===== src/rtl/tensor_core_instruction_sequencer.sv =====
// tensor_core_instruction_sequencer: program sequencer that fetches 16-bit instructions and issues them to tensor_core_controller
// Ports:
//   clock_in, reset_in                          rising-edge clock, asynchronous active-low reset
//   start_in                                    run the program from address 0 (honoured in IDLE/HALTED)
//   prog_write_enable_in/_address_in/_data_in   program memory write port (honoured in IDLE/HALTED)
//   core_done_in                                matmul completion pulse from the core
//   current_instruction, instruction_valid_out  issued word and its one-cycle strobe
//   pc_out, busy_out, halted_out, error_out     program counter and status
module tensor_core_instruction_sequencer #(
    parameter int         PROGRAM_DEPTH = 256,
    parameter int         ADDRESS_WIDTH = 8,
    parameter logic [3:0] MATMUL_OPCODE = 4'h3,
    parameter int         DONE_TIMEOUT  = 1023
) (
    input  logic                     clock_in,
    input  logic                     reset_in,
    input  logic                     start_in,
    input  logic                     prog_write_enable_in,
    input  logic [ADDRESS_WIDTH-1:0] prog_write_address_in,
    input  logic [15:0]              prog_write_data_in,
    input  logic                     core_done_in,
    output logic [15:0]              current_instruction,
    output logic                     instruction_valid_out,
    output logic [ADDRESS_WIDTH-1:0] pc_out,
    output logic                     busy_out,
    output logic                     halted_out,
    output logic                     error_out
);
    localparam int CW = $clog2(DONE_TIMEOUT + 1);
    typedef enum logic [2:0] {IDLE, FETCH, DECODE, ISSUE, WAIT_DONE, HALTED} state_t;
    state_t                   state_q, state_d;
    logic [ADDRESS_WIDTH-1:0] pc_q, pc_d;
    logic [7:0]               loop_q, loop_d;
    logic [CW-1:0]            cnt_q, cnt_d;
    logic                     err_q, err_d;
    logic                     advance;
    logic [15:0]              mem [PROGRAM_DEPTH];
    logic [15:0]              word_q;
    // Read data is captured only in FETCH so the word stays stable through DECODE and ISSUE.
    always_ff @(posedge clock_in) begin
        if (prog_write_enable_in && (state_q == IDLE || state_q == HALTED))
            mem[prog_write_address_in] <= prog_write_data_in;
        if (state_q == FETCH)
            word_q <= mem[pc_q];
    end
    always_ff @(posedge clock_in or negedge reset_in) begin
        if (!reset_in) begin
            state_q <= IDLE;
            pc_q    <= '0;
            loop_q  <= '0;
            cnt_q   <= '0;
            err_q   <= 1'b0;
        end else begin
            state_q <= state_d;
            pc_q    <= pc_d;
            loop_q  <= loop_d;
            cnt_q   <= cnt_d;
            err_q   <= err_d;
        end
    end
    always_comb begin
        state_d = state_q;
        pc_d    = pc_q;
        loop_d  = loop_q;
        cnt_d   = cnt_q;
        err_d   = err_q;
        advance = 1'b0;
        case (state_q)
            IDLE, HALTED: if (start_in) begin
                state_d = FETCH;
                pc_d    = '0;
                loop_d  = '0;
                err_d   = 1'b0;
            end
            FETCH: state_d = DECODE;
            DECODE: begin
                if (word_q[15:12] != 4'hF) state_d = ISSUE;
                else case (word_q[11:10])
                    2'b00: advance = 1'b1;
                    2'b01: state_d = HALTED;
                    2'b10: begin
                        loop_d  = word_q[7:0];
                        advance = 1'b1;
                    end
                    default: if (loop_q != 8'd0) begin
                        loop_d  = loop_q - 8'd1;
                        pc_d    = word_q[ADDRESS_WIDTH-1:0];
                        state_d = FETCH;
                    end else advance = 1'b1;
                endcase
            end
            ISSUE: if (word_q[15:12] == MATMUL_OPCODE) begin
                state_d = WAIT_DONE;
                cnt_d   = '0;
            end else advance = 1'b1;
            // Done wins over a timeout landing in the same cycle.
            WAIT_DONE: if (core_done_in) advance = 1'b1;
            else if (cnt_q == CW'(DONE_TIMEOUT - 1)) begin
                state_d = HALTED;
                err_d   = 1'b1;
            end else cnt_d = cnt_q + CW'(1);
            default: state_d = IDLE;
        endcase
        // Stepping past the last word is a program error, not a wrap.
        if (advance) begin
            if (pc_q == ADDRESS_WIDTH'(PROGRAM_DEPTH - 1)) begin
                state_d = HALTED;
                err_d   = 1'b1;
            end else begin
                pc_d    = pc_q + ADDRESS_WIDTH'(1);
                state_d = FETCH;
            end
        end
    end
    always_comb begin
        current_instruction   = (state_q == ISSUE) ? word_q : 16'h0000;
        instruction_valid_out = state_q == ISSUE;
        busy_out              = state_q inside {FETCH, DECODE, ISSUE, WAIT_DONE};
        halted_out            = state_q == HALTED;
        pc_out                = pc_q;
        error_out             = err_q;
    end
endmodule


===== config.mk =====
export PLATFORM = sky130hd
export DESIGN_NAME = tensor_core_instruction_sequencer
export DESIGN_NICKNAME = d
export VERILOG_FILES = /design/src/rtl/tensor_core_instruction_sequencer.sv
export SDC_FILE = /design/constraint.sdc
export NUM_CORES = 2
export LEC_CHECK = 0
export CORE_ASPECT_RATIO = 0.75
export CORE_MARGIN = 3
export CORE_UTILIZATION = 39
export DETAILED_ROUTE_END_ITERATION = 7
export SYNTH_ARGS = -nofsm -noshare
export SYNTH_HDL_FRONTEND = slang
export SYNTH_SLANG_ARGS = --single-unit

===== constraint.sdc =====
create_clock -name clock_in -period 3.8 [get_ports clock_in]
set_input_delay 0.76 -clock clock_in [delete_from_list [all_inputs] [get_ports clock_in]]
set_output_delay 0.76 -clock clock_in [all_outputs]
set_load 0.02 [all_outputs]

* Yosys cells after proc, flatten, opt, wreduce, memory -nomap -nowiden
Memory sizes are Yosys's and may differ from the RTL's. A register that Yosys moved wholly into a read port is not among the register bits.
Cells that the tools add are included.
W data, S select, Z words.
** Storage, ports and cells
- Memories :: 1
- RAM bits :: 4096
- Register bits :: 30
- Word-level logic and storage cells :: 89
** Cells by class
- Mux-type cells :: 41
- Eq/ne operators :: 24
- Reductions and logical operators :: 15
- Add/sub/neg operators :: 3
** Memory list
- mem :: depth 256, bits a word 16, rd ports 1, clocked after memory_dff 1, write ports 1, line 37 : logic [15:0] mem [PROGRAM_DEPTH];
** Operator list (number)
- $mux W8 :: 9
- $pmux W8 S2 :: 3
- $mux W10 :: 3
- $mux W3 :: 8
- $pmux W10 S2 :: 1
- $mux W16 :: 1
- $pmux W3 S5 :: 1
- $mux W1 :: 11
- $add A10 B1 Y10 const B :: 1
- $eq A10 B10 Y1 const B :: 1
- $ne A2 B2 Y1 const B :: 5
- $ne A3 B3 Y1 const B :: 3
- $add A8 B1 Y8 const B :: 1
- $eq A8 B8 Y1 const B :: 1
- $ne A4 B4 Y1 const B :: 2
- $reduce_bool A8 Y1 :: 1
- $sub A8 B1 Y8 const B :: 1
- $eq A3 B2 Y1 const B :: 2
- $eq A3 B3 Y1 const B :: 2
- $pmux W3 S2 :: 1
- $reduce_and A6 Y1 :: 1
- $reduce_or A2 Y1 :: 3
- $ne A5 B4 Y1 const B :: 1
- $reduce_and A5 Y1 :: 1
- 17 further kinds :: 19

* Longest topological paths before layout
- Word-level depth :: 7
- Mapped depth :: 13

* Worst setup path before layout
No wires, ideal clock.
- Kind :: register to register
- Start :: register state_q[2]
- End :: memory mem[221][0], enable pin
- Period minus slack after synthesis :: 2.856 ns
- Data arrival time :: 2.468 ns
- Library setup time :: 0.388 ns
- Cell stages (with the launch flop) :: 9
- Slack :: 0.944 ns
- Cells stage by stage :: dfrtp_1 buf_2 xor2_1 nor2_1 nand2_1 nor3b_1 nand3_1 clkbuf_1 nor2_1
** On the way
- Cells in the longest elaborated chain, start to end :: 5
** Ends and longest elaborated chain
- start: declaration :: line 31 : state_t state_q, state_d;
- start signal: assignment :: line 54 : state_q <= state_d;
- $eq A3 B3 Y1 / $logic_not A3 Y1 (equally long branches) :: line 41 : if (prog_write_enable_in && (state_q == IDLE || state_q == HALTED))
- $logic_or A1 B1 Y1 * :: line 41
- $logic_and A1 B1 Y1 * :: line 41
- $mux W1 * :: line 41
- $mux W1 (not written as such) * :: line 42 : mem[prog_write_address_in] <= prog_write_data_in;
- end: declaration :: line 37
Every way passes the cells marked *; elsewhere a longest branch is shown, timed or not.

==> impl_results.md <==
- Layout cell share with drive strength beyond 1: between 30% and 40%
- RePlAce Congestion: between 0.8 and 0.9
- GR Overflow Total: 0
- CTS tree: yes
- Die height: 561 um
- Fill cell count: ~34000
- DP Area: 173000 um^2
- RSZ-0062 raised after global routing: false
- Class of the worst hold path: input port to register
- Minimum clock period: 3900 ps
- Worst reg-to-reg path cell count: 9
- CTS Buf Count: 390
- Syn nets: 7362
- H-tree Lvls: 5
- ANT nets after route: 0
- #FFs+latches synth: 4142
- Crit path launch type: register
- Synthesized instance count: between 7000 and 8000
- Syn Area/Cell: about 22 um^2
- MaxCap Viol Count: 0
- Final hold vios: 0
- Starting Density: about two fifths
- Worst setup path endpoint: word_q[9]
- Mapped cell area: about 160000 um^2
- Yosys warns: 0
- DR WL/cell: 35.8 um
- Achievable frequency: 257 MHz
- Post-synth EDFFs: around 4000
- Crit Path Max Fanout: 19
- Fin Hold WS: 149 ps
- Area contributors post-synth: edfxtp_1 (77%), mux4_2 (13%), mux2i_1 (1.9%)
- Final setup TNS: -196 ps
- Sequential element share of the synthesized area: 77.5%
- Tot GR Track Use: between 20% and 30%
- Worst Path Required: around 4600 ps
- Ports: 57
- Leakage: around 59 nW
- Final non-filler cell total: between 10000 and 15000
- CTS clk-pin slew, worst paths: 60 ps
- Clk sink count: just over 4000
- Worst skew pair latency: 950 ps
- Flop2flop setup slack: -100 ps
- Placeable Area: ~410000 um^2
- Area grow syn2layout: 16.2%
- Total Die Area: between 400000 and 500000 um^2
- Design Area, Final: between 150000 and 200000 um^2
- Max Slew Vio Count: 0
- Clock Path Buffers: 4
- Vias: between 80000 and 90000
- Port Buffers: 56
- DRC viols: 0
- R2R Path Start: pc_out[3]
- Vias in the first global route: between 80000 and 90000
- Post-synthesis cell type count: between 80 and 90
- Kind of critical path: register to register
- Synth area leader: edfxtp_1
- Main synth FF type: edfxtp_1
- Critical path origin: pc_out[3]
- Failing checks: negative setup slack
- Nets@finish: a little over 8000
- Slew @ Worst Pin: around 1400 ps
- Worst setup margin: -97.1 ps
- Routed wire length: approximately 500 mm
- Period utilization: 103%
- Placed instance count: about 13000
- CTS root buf: clkbuf_16
- Largest net degree at the start of global routing: 124
- # setup viols final: 3
- Final Skew: 69.4 ps
- Max_slew headroom: between 4 and 5%
- PwrDens: around 680 nW/um^2
- Total power draw: 0.127 W
- Initial antenna violation count: 59
- Num rows: 203
- Pre-antenna DRT Iters: 7
- Critical R2R Capture: word_q[9]
- Vias/cell: slightly above 6
- Top cell type's share of synthesized area: 77.1%
- Async set-or-reset flop fraction in the synthesized netlist: less than 1%
- Crit end category: register
- Initial DRC count: about 15000
- Crit path DAT: ~4600 ps
- Status: finished, violations left
- Dpl hpwl: ~320 mm
- Die extent in x: about 750 um
- First-pass GRT wire length: between 600 and 700 mm
- Peak supply drop: 0.477 mV
## placed cells by master (no fill, tap or decap), drive strengths merged, types with 30 or more instances in the layout
| cell | Yosys | layout |
|---|---|---|
| nand3 | 45 | 45 |
| clkinv | 2 | 161 |
| o22ai | 62 | 62 |
| nand2 | 176 | 176 |
| edfxtp | 4112 | 4112 |
| a22o | 40 | 40 |
| mux4 | 923 | 923 |
| mux2i | 309 | 309 |
| a211oi | 35 | 35 |
| buf | 270 | 861 |
| a21oi | 119 | 119 |
| bufinv | 0 | 35 |
| clkbuf | 161 | 488 |
| a22oi | 142 | 142 |
| dfrtp | 30 | 30 |
| o221ai | 49 | 49 |
| o21ai | 88 | 88 |
| nor3 | 35 | 35 |
| clkdlybuf4s50 | 0 | 39 |
| a221oi | 84 | 84 |
| nor2 | 326 | 326 |
## flip-flops by register name (all words and copies together) (netlist names)
name / cells
mem: 4096
pc_out: 8
cnt_q: 10
error_out: 1
word_q: 16
state_q: 3
loop_q: 8
## worst max-delay path, stage by stage, from the launching register on
cell	delay, ps
dfrtp_4	600
buf_4	280
nor2b_4	490
buf_4	470
a211oi_1	160
a311oi_1	910
buf_4	250
o41ai_2	130
buf_4	250
o32ai_1	100
## cell usage after synthesis, types with 40 or more instances
| cell | count |
|---|---|
| clkbuf_1 | 161 |
| a22o_1 | 40 |
| mux4_2 | 923 |
| a22oi_1 | 142 |
| edfxtp_1 | 4112 |
| a21oi_1 | 119 |
| buf_6 | 56 |
| o21ai_0 | 67 |
| mux2i_1 | 309 |
| buf_2 | 103 |
| nand2_1 | 176 |
| nand3_1 | 45 |
| o22ai_1 | 62 |
| o221ai_1 | 48 |
| a221oi_1 | 81 |
| nor2_1 | 326 |
## layer usage
layer	share of wire, %	GRT usage (%)
met1	40	34.5
met2	43	33.1
met3	14	7.72
met4	3.4	7.03
met5	0.015	0
## worst min path at each step
stage / depth (start not counted) / from / slack, ps / end
floorplan: 0 / reset_in / 460 / cnt_q[0]
global route: 1 / prog_write_data_in[7] / 120 / mem[13][7]
finish: 1 / prog_write_data_in[7] / 150 / mem[15][7]
global placement: 1 / loop_q[6] / 500 / loop_q[6]
detailed placement: 1 / loop_q[2] / 520 / loop_q[2]
CTS: 1 / prog_write_data_in[7] / 90 / mem[13][7]
## logic make-up after synthesis
group                    after synthesis  share of synthesized area, %
flip-flops                          4142                          77.5
AO/OA/AOI/OAI                        754                          3.39
multiplexers                        1256                          15.1
AND/OR/NAND/NOR                      713                          1.98
XOR/XNOR                              11                        0.0601
buffers and inverters                447                          1.91
adder cells (fa/ha/maj)                5                        0.0391
## through the flow
step | utilization, % | worst slack (ps)
after floorplan | - | 944
after global placement | 42.4 | -797
after detailed placement | 42.4 | -773
after CTS | 45.5 | 4.84
after global routing | 45.6 | 0.875
final | 45.6 | -97.1
## timing repair
action                                 4_1_cts  5_1_grt
setup buffers                                2        0
endpoints found under the hold margin        8        0
gates resized for setup                     31       21
pin swaps                                    0        3
setup endpoints to repair                   13       12
gates cloned                                 0        1
hold buffers                                 1        0
## layout make-up
type | instances | area [um^2] | area share [%]
flip-flops and latches | 4142 | 124000 | 66.7
multi-input cells | 2739 | 33700 | 18.1
clock buffers | 479 | 10300 | 5.51
repair buffers | 910 | 8950 | 4.81
well taps | 5432 | 6800 | 3.65
clock inverters | 216 | 2160 | 1.16
inverters | 16 | 68.8 | 0.0370
diodes | 22 | 55.1 | 0.0296
## report_power, final
part | switching (W) | total (W) | leakage, nW | internal, W
clock network | 0.0172 | 0.0388 | 6.04 | 0.0216
logic | 0.0219 | 0.0371 | 15.4 | 0.0152
registers | 0.000574 | 0.0511 | 37.3 | 0.0506
total | 0.0396 | 0.127 | 58.8 | 0.0874
No activity file was read; power rests on OpenSTA's default activity.
